## config.mk

```make
export PLATFORM = sky130hd
export DESIGN_NAME = hs_sync_arbiter
export DESIGN_NICKNAME = d
export VERILOG_FILES = /design/src/rtl/hs_sync_arbiter_pkg.sv /design/src/rtl/hs_sync_arbiter_sync.sv /design/src/rtl/hs_sync_arbiter.sv
export SDC_FILE = /design/constraint.sdc
export NUM_CORES = 1
export LEC_CHECK = 0
export BUFFER_PORTS_ARGS = -buffer_cell sky130_fd_sc_hd__buf_2
export CORE_ASPECT_RATIO = 1.1
export CORE_MARGIN = 2
export CORE_UTILIZATION = 46
export DETAILED_ROUTE_END_ITERATION = 6
export PLACE_DENSITY = 0.85
export SKIP_LAST_GASP = 1
export SYNTH_ARGS = -nofsm -noshare
export SYNTH_HDL_FRONTEND = slang
export SYNTH_HIERARCHICAL = 1
export SYNTH_SLANG_ARGS = --single-unit
```

## constraint.sdc

```tcl
create_clock -name i_src_clk -period 4.7 [get_ports i_src_clk]
set_input_delay 0.47 -clock i_src_clk [delete_from_list [all_inputs] [get_ports i_src_clk]]
set_output_delay 0.47 -clock i_src_clk [all_outputs]
set_load 0.1 [all_outputs]
```

## src/rtl/hs_sync_arbiter_pkg.sv

```systemverilog
// Shared types and helpers for the round-robin req/ack crossing scheduler.
// State encoding is fixed so that debug probes and checkers can decode it.
package hs_sync_arbiter_pkg;

   typedef enum logic [1:0] {
      ST_IDLE = 2'd0,
      ST_REQ  = 2'd1,
      ST_DROP = 2'd2
   } state_t;

   localparam int unsigned MAX_REQ = 16;

   // Round-robin candidate index: (base + offset) wrapped into [0, n).
   // Both operands are below n, so a single conditional subtract suffices.
   function automatic int unsigned rr_index(input int unsigned base,
                                            input int unsigned offset,
                                            input int unsigned n);
      int unsigned sum;
      sum = base + offset;
      if (sum >= n) begin
         sum = sum - n;
      end
      return sum;
   endfunction

endpackage

```

## src/rtl/hs_sync_arbiter_sync.sv

```systemverilog
// Plain flop-chain synchronizer for a single asynchronous level.
// All stages clear on the asynchronous active-low reset.
module m_ff_sync #(
   parameter int NUM_FF = 2
) (
   input  logic clk,
   input  logic rst_n,
   input  logic d,
   output logic q
);

   logic [NUM_FF-1:0] sync_q;

   always_ff @(posedge clk or negedge rst_n) begin
      if (!rst_n) begin
         sync_q <= '0;
      end else begin
         sync_q <= {sync_q[NUM_FF-2:0], d};
      end
   end

   assign q = sync_q[NUM_FF-1];

endmodule

```

## src/rtl/hs_sync_arbiter.sv

```systemverilog
// Source-domain scheduler: round-robin picks one requester, captures its word,
// then runs one 4-phase req/ack crossing (req up, ack up, req down, ack down).
module hs_sync_arbiter
   import hs_sync_arbiter_pkg::*;
#(
   parameter  int NUM_REQ = 4,
   parameter  int DWIDTH  = 32,
   parameter  int SYNC_FF = 2,
   localparam int IDW     = $clog2(NUM_REQ)
) (
   input  logic                      i_src_clk,
   input  logic                      rst_n,
   input  logic [NUM_REQ-1:0]        i_req_valid,
   input  logic [NUM_REQ*DWIDTH-1:0] i_req_data,
   output logic [NUM_REQ-1:0]        o_req_ready,
   output logic                      o_xfer_req,
   output logic [DWIDTH-1:0]         o_xfer_data,
   output logic [IDW-1:0]            o_xfer_id,
   input  logic                      i_xfer_ack,
   output logic                      o_busy,
   output logic                      o_done
);

   // Handshake: requester k holds i_req_valid[k] until o_req_ready[k]; the word
   // is taken at the clock edge ending the cycle where both are high.

   state_t             state_q;
   state_t             state_d;
   logic               ack_s;
   logic [IDW-1:0]     ptr_q;
   logic [IDW-1:0]     ptr_d;
   logic               grant_found;
   logic [IDW-1:0]     grant_idx;
   logic               grant_take;
   logic               req_q;
   logic [DWIDTH-1:0]  data_q;
   logic [IDW-1:0]     id_q;
   logic               done_q;

   m_ff_sync #(
      .NUM_FF (SYNC_FF)
   ) u_ack_sync (
      .clk   (i_src_clk),
      .rst_n (rst_n),
      .d     (i_xfer_ack),
      .q     (ack_s)
   );

   // First valid requester found scanning upward from ptr_q with wrap.
   always_comb begin
      int unsigned    cand;
      logic [IDW-1:0] cand_idx;
      grant_found = 1'b0;
      grant_idx   = '0;
      cand        = 0;
      cand_idx    = '0;
      for (int unsigned i = 0; i < NUM_REQ; i++) begin
         cand     = rr_index(32'(ptr_q), i, NUM_REQ);
         cand_idx = IDW'(cand);
         if (!grant_found && i_req_valid[cand_idx]) begin
            grant_found = 1'b1;
            grant_idx   = cand_idx;
         end
      end
   end

   always_comb begin
      ptr_d = ptr_q;
      if (grant_idx == IDW'(NUM_REQ - 1)) begin
         ptr_d = '0;
      end else begin
         ptr_d = grant_idx + IDW'(1);
      end
   end

   // Grants are gated by rst_n so the combinational ready stays low in reset.
   always_comb begin
      state_d     = state_q;
      o_req_ready = '0;
      grant_take  = 1'b0;
      case (state_q)
         ST_IDLE: begin
            if (rst_n && !ack_s && grant_found) begin
               grant_take             = 1'b1;
               o_req_ready[grant_idx] = 1'b1;
               state_d                = ST_REQ;
            end
         end
         ST_REQ: begin
            if (ack_s) begin
               state_d = ST_DROP;
            end
         end
         ST_DROP: begin
            if (!ack_s) begin
               state_d = ST_IDLE;
            end
         end
         default: begin
            state_d = ST_IDLE;
         end
      endcase
   end

   always_ff @(posedge i_src_clk or negedge rst_n) begin
      if (!rst_n) begin
         state_q <= ST_IDLE;
         ptr_q   <= '0;
         req_q   <= 1'b0;
         data_q  <= '0;
         id_q    <= '0;
         done_q  <= 1'b0;
      end else begin
         state_q <= state_d;
         req_q   <= (state_d == ST_REQ);
         done_q  <= (state_q == ST_DROP) && (state_d == ST_IDLE);
         if (grant_take) begin
            data_q <= i_req_data[grant_idx*DWIDTH +: DWIDTH];
            id_q   <= grant_idx;
            ptr_q  <= ptr_d;
         end
      end
   end

   assign o_xfer_req  = req_q;
   assign o_xfer_data = data_q;
   assign o_xfer_id   = id_q;
   assign o_busy      = (state_q != ST_IDLE);
   assign o_done      = done_q;

   a_ready_onehot0 : assert property (@(posedge i_src_clk) disable iff (!rst_n)
      $onehot0(o_req_ready));

endmodule

```

# Word level (Yosys, flattened, before mapping)
# Cells that the tools add are included.
dict set report classes {
  reduce_logical 14
  muxes 31
  n_addsub 8
  eq_ne 4
  order_cmp 10
  shift 1
}
# cell count
set op_table {}
lappend op_table {{$shiftx A128 B8 Y32} 1}
lappend op_table {{$mux W2} 12}
lappend op_table {{$lt A2 B3 Y1 const B} 5}
lappend op_table {{$mux W1} 11}
lappend op_table {{$ge A3 B3 Y1 const B} 3}
lappend op_table {{$bmux W1 S2} 4}
lappend op_table {{$mux W4} 2}
lappend op_table {{$sub A2 B1 Y2 const B} 4}
lappend op_table {{$logic_and A1 B1 Y1} 7}
lappend op_table {{$add A2 B2 Y3 const B} 2}
lappend op_table {{$pmux W2 S3} 1}
lappend op_table {{$eq A2 B1 Y1 const B} 2}
lappend op_table {{$eq A2 B2 Y1 const B} 2}
lappend op_table {{$logic_not A1 Y1} 4}
lappend op_table {{$logic_not A2 Y1} 2}
lappend op_table {{$add A2 B1 Y3 const B} 1}
lappend op_table {{$ge A2 B3 Y1 const B} 1}
lappend op_table {{$add A2 B1 Y2 const B} 1}
lappend op_table {{$demux W1 S2} 1}
lappend op_table {{$ge A2 B1 Y1 const B} 1}
lappend op_table {{$reduce_bool A2 Y1} 1}
dict set report word_totals {
  elab_cells 75
  out_inout_bits 41
  ff_bits 42
}

# Depth between registers and ports, before layout
# Gate-level depths: netlist of run 1.
dict set report depth {
  word_depth 20
  depth_mapped 8
  mapped_depth_nobuf 6
}

# Modules after synthesis
# Netlist of run 1, hierarchy kept.
# mod seq_area_each_um2 cells_each area_per_inst_um2 n_inst
set by_module_without_submodules {}
lappend by_module_without_submodules {hs_sync_arbiter 1001.0 272 2626.3 1}
lappend by_module_without_submodules {m_ff_sync 50.0 2 50.0 1}

# Worst setup path before layout of run 1
# No wires, ideal clock.
dict set report synth_path {
  kind {register to output}
  startpoint {reg ptr_q[1]}
  endpoint {out o_req_ready[2]}
  setup_slack_ns 1.956
  t_arrival_ns 2.274
  path_stages_with_launch 9
  path_buffers 2
  path_cell_list {dfrtp_1 -> nand2b_1 -> a21oi_2 -> nor2_4 -> inv_2 -> buf_4 -> buf_2 -> ha_1 -> and2_1}
}
dict set report synth_between {
  elab_chain_len 20
  word_cells_on_any_way 45
  classes_between {7 x add/sub; 6 x order compare; 24 x mux; 8 x reduce/logical}
}
# element line
set synth_lines {}
lappend synth_lines {{start, declared} hs_sync_arbiter.sv:30} ;# logic [IDW-1:0] ptr_q;
lappend synth_lines {{start signal, assigned} hs_sync_arbiter.sv:120} ;# ptr_q <= ptr_d;
lappend synth_lines {{branches (longest 13 deep; another with $add A2 B1 Y3)} -}
lappend synth_lines {{$mux W2 *} hs_sync_arbiter.sv:60} ;# if (!grant_found && i_req_valid[cand_idx]) begin
lappend synth_lines {{named net grant_idx[0]} hs_sync_arbiter.sv:33} ;# logic [IDW-1:0] grant_idx;
lappend synth_lines {{$lt A2 B3 Y1 (implied by the code) / $ge A2 B1 Y1 (equally long branches)} hs_sync_arbiter.sv:85} ;# o_req_ready[grant_idx] = 1'b1;
lappend synth_lines {{$logic_and A1 B1 Y1 (implied by the code)} hs_sync_arbiter.sv:85}
lappend synth_lines {{$mux W1 (implied by the code)} hs_sync_arbiter.sv:85}
lappend synth_lines {{$demux W1 S2 *} hs_sync_arbiter.sv:85}
lappend synth_lines {{$mux W4 *} hs_sync_arbiter.sv:83} ;# if (rst_n && !ack_s && grant_found) begin
lappend synth_lines {{$mux W4 *} hs_sync_arbiter.sv:81} ;# case (state_q)
lappend synth_lines {{end, declared} hs_sync_arbiter.sv:15} ;# output logic [NUM_REQ-1:0] o_req_ready,
# Mark *: on every way through the listed nets, which the timed path passes. The select of a mux whose other input is x is not followed.

# Worst setup path in the final report of run 1
# Ends and elaborated chain as after synthesis.

==> run metrics, run 1 <==
outcome finished clean; clock-pin slew on the worst setup and hold paths 0.09 ns; most frequent cells in the layout 175 x buf_2, 42 x dfrtp_1, 29 x a211oi_1, 21 x nor2_1; commonest non-fill, non-tap cell in the layout buf_2; die height 84 um; Worst Max-Slew Pin Slew 1.24 ns; GRT Total Usage 0.246; worst skew pair latency 0.30 ns; setup_tns 0 ns; Max Cap Viol 0; post-CTS setup buffers 0; # diodes 0; DRC 0; Final ANT Viol Nets 0; synthesized flop and latch total 42; vias in the first global route 2,734; setup slack after layout 1.55 ns; Leakage Power 1.90 nW; TritonCTS buffer count 5; Yosys cell types 36; Mean Syn Cell Area 9.77 um^2; via count 2,822; Ys Warns 6; row cnt 29; Initial Util 0.470; PostCTS Resize Cnt 0; Layout area overhead 40.0%; CTS Buffer Depth 2; RePlAce Congestion 0.881; Die Span X 76.7 um; power per cell area 765 mW/mm^2; WL per Instance 15.4 um; Period Utilization, post-route 0.670; pin count of the biggest net entering global routing 43; DR pass1 iterations 4; Crit Path Max Fanout 18; Netlist Area Pre-Place 0.00268 mm^2; Net Sw Power 1.73 mW; CP Class flip-flop to primary output; sequential power share 0.214; ratio of cells with drive above 1 in the final layout 0.449; fin. max-slew vios 0; initial DRC count 126; port bufs 175; cts hold-fix bufs 0; VDD IR max 0.575 mV; Fillers 488; pre-CTS setup slack 1.66 ns; clock share of power 0.127; H-tree levels 2; CP Capture Type primary output; Post-Syn Instances 274; aggregate global routing overflow 0; unrepaired setup endpoints after global routing no; Final setup viols 0; Clock Tree Root clkbuf_8; syn_nets 413; required time worst endpoint 4.23 ns; WP data arrival 2.68 ns; total core area 0.00570 mm^2; TritonCTS clock tree done; Layout Nets 577; Num Clock Sinks 42; IO Pins 176; DP HPWL 6020 um; final hold vios 0; clock skew 0.00722 ns; vias per cell 5.47; Sw Ratio 0.604; headroom to the max-slew limit 0.170; Internal 1.13 mW; register area share after synthesis 0.393; initial antenna violation count 0; first-pass GRT wire length 12,700 um; Comb pwr share 0.659; die area 0.00644 mm^2; R2R setup slack 1.74 ns; fmax 318 MHz; minimum clock period 3.15 ns; WL final 7940 um; Startpoint Class flip-flop; hold crit path type input port to asynchronous set/reset pin
[stage by stage]
stage                     utilization  power (mW)  hold slack [ns]  cell area, um^2  std cells
final                           0.658        2.86            0.247             3750        516
after global routing            0.658        2.99            0.267             3750        516
after CTS                       0.658        2.88            0.271             3750        516
after detailed placement        0.633        2.52            0.358             3600        508
after global placement          0.633        2.48            0.335             3600        508
after floorplan                     -        2.18            0.174             2680        274
[worst paths after layout]
kind / startpoint / to / depth (start not counted)
worst max-delay path: ptr_q[1]$_DFFE_PN0P_ / o_req_ready[2] / 7
worst min-delay path: rst_n / ptr_q[1]$_DFFE_PN0P_ / 2
worst max register to register: ptr_q[1]$_DFFE_PN0P_ / o_xfer_data[16]$_DFFE_PN0P_ / 7
worst min register to register: u_ack_sync/sync_q[0]$_DFF_PN0_ / u_ack_sync/sync_q[1]$_DFF_PN0_ / 0
max in group asynchronous: rst_n / o_xfer_data[5]$_DFFE_PN0P_ / 2
min in group i_src_clk: i_xfer_ack / u_ack_sync/sync_q[0]$_DFF_PN0_ / 1
[cell families after synthesis]
| group | count (synthesis) | synth area share |
|---|---|---|
| flops | 42 | 0.393 |
| mux | 34 | 0.135 |
| buf+inv | 25 | 0.0411 |
| simple gates | 78 | 0.151 |
| xor+xnor | 1 | 0.00327 |
| fa+ha+maj | 4 | 0.0187 |
| compound gates | 90 | 0.258 |
[Yosys cell counts]
cell | count | area, um^2
a211oi_1 | 29 | 218
a21boi_0 | 2 | 15.0
a21boi_1 | 16 | 120
a21o_1 | 1 | 7.51
a21oi_1 | 1 | 5.00
a21oi_2 | 1 | 8.76
a221o_1 | 17 | 170
a2bb2oi_1 | 1 | 8.76
and2_1 | 5 | 31.3
and3_1 | 14 | 87.6
buf_2 | 4 | 20.0
buf_4 | 3 | 22.5
clkbuf_1 | 15 | 56.3
dfrtp_1 | 42 | 1050
ha_1 | 4 | 50.1
inv_1 | 2 | 7.51
inv_2 | 1 | 3.75
mux2_1 | 17 | 191
mux2i_1 | 17 | 170
nand2_1 | 12 | 45.0
nand2b_1 | 2 | 12.5
nand3_1 | 17 | 85.1
nor2_1 | 21 | 78.8
nor2_2 | 1 | 6.26
nor2_4 | 1 | 11.3
nor3_2 | 1 | 10.0
nor3b_1 | 2 | 15.0
nor4b_2 | 1 | 15.0
o21ai_0 | 17 | 85.1
o21ai_1 | 1 | 5.00
o221ai_1 | 1 | 8.76
o2bb2ai_2 | 1 | 15.0
o31ai_1 | 1 | 7.51
o41ai_2 | 1 | 16.3
or2_2 | 1 | 6.26
xor2_1 | 1 | 8.76
[power groups by stage]
stage / Clock [mW] / Combinational, mW / Sequential [mW]
final: 0.363 / 1.89 / 0.613
after global routing: 0.379 / 1.98 / 0.634
after CTS: 0.366 / 1.90 / 0.613
after detailed placement: 0 / 1.90 / 0.618
after global placement: 0 / 1.87 / 0.609
after floorplan: 0 / 0.535 / 1.64
[metal layers]
metal | routed length [um] | track usage
met1 | 3210 | 0.278
met2 | 4020 | 0.444
met3 | 500 | 0.0530
met4 | 209 | 0.102
met5 | 0 | 0
[sequential cells by signal, indices dropped and copies added, names as in the netlist]
signal             cells
o_xfer_data           32
o_xfer_id              2
ptr_q                  2
state_q                2
u_ack_sync/sync_q      2
o_done                 1
o_xfer_req             1
[critical path: stages, from the launching register on]
cell and delay [ns]:
dfrtp_1 0.47, nand2b_1 0.23, a21oi_2 0.59, nor2_4 0.07, inv_2 0.27, ha_1 0.20
and2_1 0.12, buf_2 0.42
[layout make-up]
cell class | count | area (um^2) | share of cell area
sequential | 42 | 1050 | 0.281
clock inverter | 2 | 60.1 | 0.0160
inverter | 3 | 11.3 | 0.00301
clock buffer | 6 | 82.6 | 0.0220
timing repair buffer | 179 | 906 | 0.242
multi-input combinational | 207 | 1540 | 0.411
tap | 77 | 96.3 | 0.0257
Power figures use the tool's default switching activity.
==> run 2, diff against run 1 <==
--- a/config.mk
+++ b/config.mk
@@ -8,9 +8,9 @@
 export BUFFER_PORTS_ARGS = -buffer_cell sky130_fd_sc_hd__buf_2
 export CORE_ASPECT_RATIO = 1.1
 export CORE_MARGIN = 2
-export CORE_UTILIZATION = 46
+export CORE_UTILIZATION = 43
 export DETAILED_ROUTE_END_ITERATION = 6
-export PLACE_DENSITY = 0.85
+export PLACE_DENSITY = 0.8
 export SKIP_LAST_GASP = 1
 export SYNTH_ARGS = -nofsm -noshare
 export SYNTH_HDL_FRONTEND = slang
==> constraint.sdc (replaced) <==
create_clock -name i_src_clk -period 3.3 [get_ports i_src_clk]
set_input_delay 0.33 -clock i_src_clk [delete_from_list [all_inputs] [get_ports i_src_clk]]
set_output_delay 0.33 -clock i_src_clk [all_outputs]
set_load 0.1 [all_outputs]
==> run 2 against run 1 <==
Compared with the run above:
- core utilization down 3.5 points
- die area up 6.6%
- register-to-register slack worse by 1.2 ns
- cell count up 1.2%
- highest routed layer unchanged
==> run metrics, run 2 (synthesis results as in run 1) <==
outcome finished clean; Layout area overhead 41.4%; row cnt 30 (+3.4%); fmax 331 MHz; Max Cap Viol 0 (unchanged); required time worst endpoint 2.97 ns (-1.26 ns); critical path's slowest cell o2bb2ai_2; pre-CTS setup slack 0.493 ns (-1.17 ns); Layout Nets 580 (+0.52%); via count 2,859 (+1.3%); most frequent cells in the layout 171 x buf_2, 42 x dfrtp_1, 29 x a211oi_1, 21 x nor2_1; clock skew 0.00571 ns (-0.00151 ns); port bufs 175 (unchanged); crit path cell chain nand2_1 > o2bb2ai_2 > nor2_4 > inv_2 > ha_1 > and2_1 > buf_12; fin util 0.622 (-0.0352); Num Clock Sinks 42 (unchanged); first-pass GRT wire length 12,800 um (+0.50%); CTS Buffer Depth 2 (unchanged); # diodes 0 (unchanged); Leakage Power 1.91 nW (+0.17%); Initial Util 0.440 (-0.0297); setup_tns 0 ns (unchanged); vias in the first global route 2,782 (+1.8%); PostCTS Resize Cnt 0 (unchanged); clock-pin slew on the worst setup and hold paths 0.08 ns (about the same); hold crit path type input port to asynchronous set/reset pin; H-tree levels 2 (unchanged); aggregate global routing overflow 0 (unchanged); Worst Max-Slew Pin Slew 1.17 ns (-0.0732 ns); WP data arrival 2.69 ns (about the same); CP Capture Type primary output; TritonCTS clock tree done; total core area 0.00608 mm^2 (+6.7%); CP Class flip-flop to primary output; unrepaired setup endpoints after global routing no; TritonCTS buffer count 5 (unchanged); GRT Total Usage 0.235 (-0.0116); CP top delay family compound AO/OA/AOI/OAI gates; Startpoint Class flip-flop; Final ANT Viol Nets 0 (unchanged); post-CTS setup buffers 0 (unchanged); max FFs per register 32 (unchanged); cts hold-fix bufs 0 (unchanged); die height 86.7 um (+3.3%); final hold vios 0 (unchanged); fin. max-slew vios 0 (unchanged); Clock Tree Root clkbuf_8; VDD IR max 0.577 mV (+0.34%); initial antenna violation count 0 (unchanged); die area 0.00687 mm^2 (+6.6%); headroom to the max-slew limit 0.214 (+0.0443); DP HPWL 6270 um (+4.2%); Die Span X 79.2 um (+3.3%); Crit path buffers/inverters 2 (unchanged); commonest non-fill, non-tap cell in the layout buf_2; Crit Path Max Fanout 24 (+6); minimum clock period 3.02 ns; power per cell area 1050 mW/mm^2 (+37%); total power 3.98 mW (+39%); initial DRC count 111 (-12%); Crit path largest cell delay 0.65 ns (+0.06 ns); vias per cell 5.48 (+0.15%); setup slack after layout 0.281 ns (-1.27 ns); DR pass1 iterations 5 (+1); Fin Hold WS 0.140 ns (-0.107 ns); pin count of the biggest net entering global routing 43 (unchanged); ratio of cells with drive above 1 in the final layout 0.452 (+0.00374); Final setup viols 0 (unchanged); WL final 8400 um (+5.7%); IO Pins 176 (unchanged); DRC 0 (unchanged); worst skew pair latency 0.29 ns (about the same); Fillers 544 (+11%); WL per Instance 16.1 um (+4.5%); Period Utilization, post-route 0.915; RePlAce Congestion 0.776 (-12%)
[run 2: worst reg2reg max path, stage by stage, from the launching register on]
cell	delay, ns
dfrtp_1	0.45
nand2_1	0.13
o2bb2ai_2	0.65
nor2_4	0.11
inv_2	0.44
buf_4	0.44
mux2i_1	0.26
o221ai_1	0.14
[run 2: final timing paths]
check | startpoint | end | slack [ns] | depth (start not counted)
worst max-delay path | ptr_q[1]$_DFFE_PN0P_ | o_req_ready[2] | 0.28 | 7
worst min-delay path | rst_n | u_ack_sync/sync_q[1]$_DFF_PN0_ | 0.14 | 2
worst max register to register | ptr_q[1]$_DFFE_PN0P_ | o_xfer_data[7]$_DFFE_PN0P_ | 0.53 | 7
worst min register to register | u_ack_sync/sync_q[0]$_DFF_PN0_ | u_ack_sync/sync_q[1]$_DFF_PN0_ | 0.36 | 0
max in group asynchronous | rst_n | o_xfer_data[14]$_DFFE_PN0P_ | 2.78 | 2
min in group i_src_clk | i_xfer_ack | u_ack_sync/sync_q[0]$_DFF_PN0_ | 0.15 | 1
[run 2: routing by layer]
metal  global-route usage  up-vias  routed length, um
li1                     -     1371                  -
met1                0.271     1312               3320
met2                0.435      164               4230
met3               0.0479       12                721
met4               0.0690        0                127
met5                    0        -                  0
[run 2: power breakdown]
group / internal [mW] / switching, mW / leakage [nW]
Combinational: 0.585 / 2.18 / 1.35
Sequential: 0.734 / 0.134 / 0.504
Clock: 0.169 / 0.175 / 0.0482
Total: 1.49 / 2.49 / 1.91
[run 2: metrics by stage]
step	area, um^2	std cells
floorplan	2680	274
global placement	3690	514
detailed placement	3690	514
CTS	3780	522
global route	3780	522
finish	3780	522
[run 2: cell type report]
class                           count  area (um^2)  share of cell area
Clock buffer                        7         86.3              0.0228
Tap cell                           80          100              0.0264
Clock inverter                      1         5.00             0.00132
Multi-Input combinational cell    207         1540               0.408
Sequential cell                    42         1050               0.278
Timing Repair Buffer              182          988               0.261
Inverter                            3         11.3             0.00298
==> run 3, diff against run 2 <==
--- a/config.mk
+++ b/config.mk
@@ -5,12 +5,13 @@
 export SDC_FILE = /design/constraint.sdc
 export NUM_CORES = 1
 export LEC_CHECK = 0
+export ABC_AREA = 1
 export BUFFER_PORTS_ARGS = -buffer_cell sky130_fd_sc_hd__buf_2
 export CORE_ASPECT_RATIO = 1.1
 export CORE_MARGIN = 2
-export CORE_UTILIZATION = 43
+export CORE_UTILIZATION = 45
 export DETAILED_ROUTE_END_ITERATION = 6
-export PLACE_DENSITY = 0.8
+export PLACE_DENSITY = 0.79
 export SKIP_LAST_GASP = 1
 export SYNTH_ARGS = -nofsm -noshare
 export SYNTH_HDL_FRONTEND = slang
==> run 3 against run 2 <==
Compared with the run above:
- sequential cell count did not move
- maximum frequency fell by 2.1%
- final area rose by 11%
- non-clock buffer count rose by 1
- register-to-register slack improved by 0.03 ns
- routed wire length rose by 13%
- area after synthesis rose by 19%
- critical path type unchanged
- core utilization fell by 1.8 points
==> run metrics, run 3 <==
outcome finished clean; ratio of cells with drive above 1 in the final layout 0.299 (-0.153); Async SR Flop Fraction 1.00 (unchanged); GRT Total Usage 0.242 (+0.00732); final hold vios 0 (unchanged); vias per cell 4.89 (-11%); minimum clock period 3.08 ns (+0.0640 ns); Layout Nets 836 (+44%); Final setup viols 0 (unchanged); fin util 0.604 (-0.0184); initial DRC count 189 (+70%); via count 3,832 (+34%); pin count of the biggest net entering global routing 44 (+2.3%); CP Class flip-flop to primary output; most frequent cells in the layout 301 x nand2_1, 171 x buf_2, 70 x nand3_1, 53 x inv_1, 41 x dfrtp_1; Worst Max-Slew Pin Slew 0.620 ns (-0.551 ns); Clock Tree Root clkbuf_8; syn_nets 673 (+63%); H-tree levels 2 (unchanged); Layout area overhead 31.7%; required time worst endpoint 2.97 ns (about the same); Crit path largest cell delay 0.48 ns (-0.17 ns); Netlist Area Pre-Place 0.00320 mm^2 (+19%); Final ANT Viol Nets 0 (unchanged); fmax 324 MHz (-2.1%); synthesized flop and latch total 42 (unchanged); CP most frequent cell nand2_1; EDFF count, synth 0 (unchanged); crit path cell chain inv_2 > nand2_1 > nand3_1 > nand2_1 > nor2_4 > nand3_4 > nand3_2 > buf_4 > ha_1 > inv_1 > nor2_1 > buf_6; clock-pin slew on the worst setup and hold paths 0.08 ns (about the same); unrepaired setup endpoints after global routing yes; max FFs per register 32 (unchanged); critical path's slowest cell dfrtp_2; DRC 0 (unchanged); # diodes 0 (unchanged); count leader, synth nand2_1; Fin Hold WS 0.146 ns (+0.00655 ns); Max Cap Viol 0 (unchanged); Post-synth top flop dfrtp_1; Period Utilization, post-route 0.934 (+0.0194); TritonCTS buffer count 5 (unchanged); WL per Instance 12.1 um (-25%); DR pass1 iterations 4 (-1); Crit path buffers/inverters 4 (+2); commonest non-fill, non-tap cell in the layout nand2_1; Fillers 666 (+22%); pre-CTS setup slack 0.280 ns (-0.213 ns); setup slack after layout 0.217 ns (-0.0640 ns); Crit Path Max Fanout 23 (-4.2%); post-synthesis compound-gate area fraction 0.0137 (-0.244); CTS Buffer Depth 2 (unchanged); RePlAce Congestion 0.919 (+18%); TritonCTS clock tree done; row cnt 32 (+6.7%); post-synthesis adder-cell area fraction 0.0157 (-0.00304); most frequent cells after synthesis 301 x nand2_1, 70 x nand3_1, 53 x inv_1, 42 x dfrtp_1, 14 x buf_2; port bufs 175 (unchanged); main combinational cell family by area after synthesis simple AND/OR/NAND/NOR gates; Post-Syn Instances 534 (+95%); hold crit path type input port to flip-flop; WP data arrival 2.75 ns (+0.06 ns); post-synth top area share 0.354 (-0.0391); CP Capture Type primary output; DP HPWL 7300 um (+16%); total core area 0.00697 mm^2 (+15%); vias in the first global route 3,577 (+29%); Initial Util 0.459 (+0.0186); R2R setup slack 0.56 ns (+0.03 ns); Num Clock Sinks 42 (unchanged); cell taking the most area after synthesis nand2_1; Die Span X 84.3 um (+6.5%); initial antenna violation count 0 (unchanged); IO Pins 176 (unchanged); CP top delay family simple AND/OR/NAND/NOR gates; die area 0.00779 mm^2 (+13%); aggregate global routing overflow 0 (unchanged); Mean Syn Cell Area 5.98 um^2 (-39%); clock skew 0.00310 ns (-0.00261 ns); Yosys cell types 24 (-33%); worst skew pair latency 0.29 ns (about the same); Ys Warns 6 (unchanged); Startpoint Class flip-flop; WL final 9450 um (+13%); die height 92.4 um (+6.5%); first-pass GRT wire length 15,400 um (+21%); mux cell area share after synthesis 0 (-0.135); fin. max-slew vios 0 (unchanged); headroom to the max-slew limit 0.586 (+0.372); setup_tns 0 ns (unchanged); simple-gate area share of the yosys netlist 0.514 (+0.363); register area share after synthesis 0.329 (-0.0638); Post-Synth XOR/XNOR Area 0 (-0.00327); top post-synthesis cells by area nand2_1 35%, dfrtp_1 33%, nand3_1 11%, inv_1 6.2%, buf_6 2.5%
run 3: changes by cell type in the layout (fill, tap and decap cells not counted), sizes merged, moves of 2 or more:
cell	delta
mux2	-17
nand2b	-2
a211oi	-29
nand2	+292
nor3b	-2
nand3	+56
inv	+56
mux2i	-17
and2	-5
a21boi	-18
o21ai	-13
a221o	-17
nor2	-8
and3	-14
run 3: through the flow:
| step | std cells | instance area (um^2) |
|---|---|---|
| finish | 783 | 4210 |
| global route | 783 | 4210 |
| CTS | 780 | 4180 |
| detailed placement | 772 | 4070 |
| global placement | 772 | 4070 |
| floorplan | 534 | 3200 |
run 3: repair_timing:
item / 4_1_cts / 5_1_grt
gates resized for setup: 1 / 3
gates cloned: 0 / 1
setup buffers: 0 / 2
pin swaps: 0 / 2
hold buffers: 0 / 0
setup endpoints to repair: 1 / 3
run 3: final timing paths:
kind | start | end | depth (start not counted)
max in group asynchronous | rst_n | ptr_q[0]$_DFFE_PN0P_ | 2
max reg2reg | ptr_q[0]$_DFFE_PN0P_ | o_xfer_data[6]$_DFFE_PN0P_ | 12
min reg2reg | u_ack_sync/sync_q[0]$_DFF_PN0_ | u_ack_sync/sync_q[1]$_DFF_PN0_ | 0
min in group asynchronous | rst_n | o_done$_DFF_PN0_ | 2
min | i_xfer_ack | u_ack_sync/sync_q[0]$_DFF_PN0_ | 1
max | ptr_q[0]$_DFFE_PN0P_ | o_req_ready[0] | 12
run 3: cell families (layout without fill, tap and decap cells):
logic type / Yosys count / in the layout
AND/OR/NAND/NOR: 393 / 394
buffers and inverters: 87 / 250
flip-flops: 42 / 42
adder cells (fa/ha/maj): 4 / 4
AO/OA/AOI/OAI: 8 / 8
run 3: final cells by class:
type / count / area (um^2) / area share
multi-input cells: 406 / 1750 / 0.415
flip-flops and latches: 42 / 1050 / 0.250
repair buffers: 183 / 975 / 0.232
inverters: 59 / 221 / 0.0526
well taps: 85 / 106 / 0.0253
clock buffers: 7 / 76.3 / 0.0181
clock inverters: 1 / 30.0 / 0.00714
run 3: per-layer routing:
metal / GRT usage / share of wire / vias to the layer above
li1: - / - / 1934
met1: 0.283 / 0.41 / 1676
met2: 0.437 / 0.50 / 191
met3: 0.0383 / 0.064 / 31
met4: 0.104 / 0.035 / 0
met5: 0 / 0 / -
Power of run 3 is not shown: default switching activity piles up to over one toggle a cycle in this logic, so the estimate is an artifact.
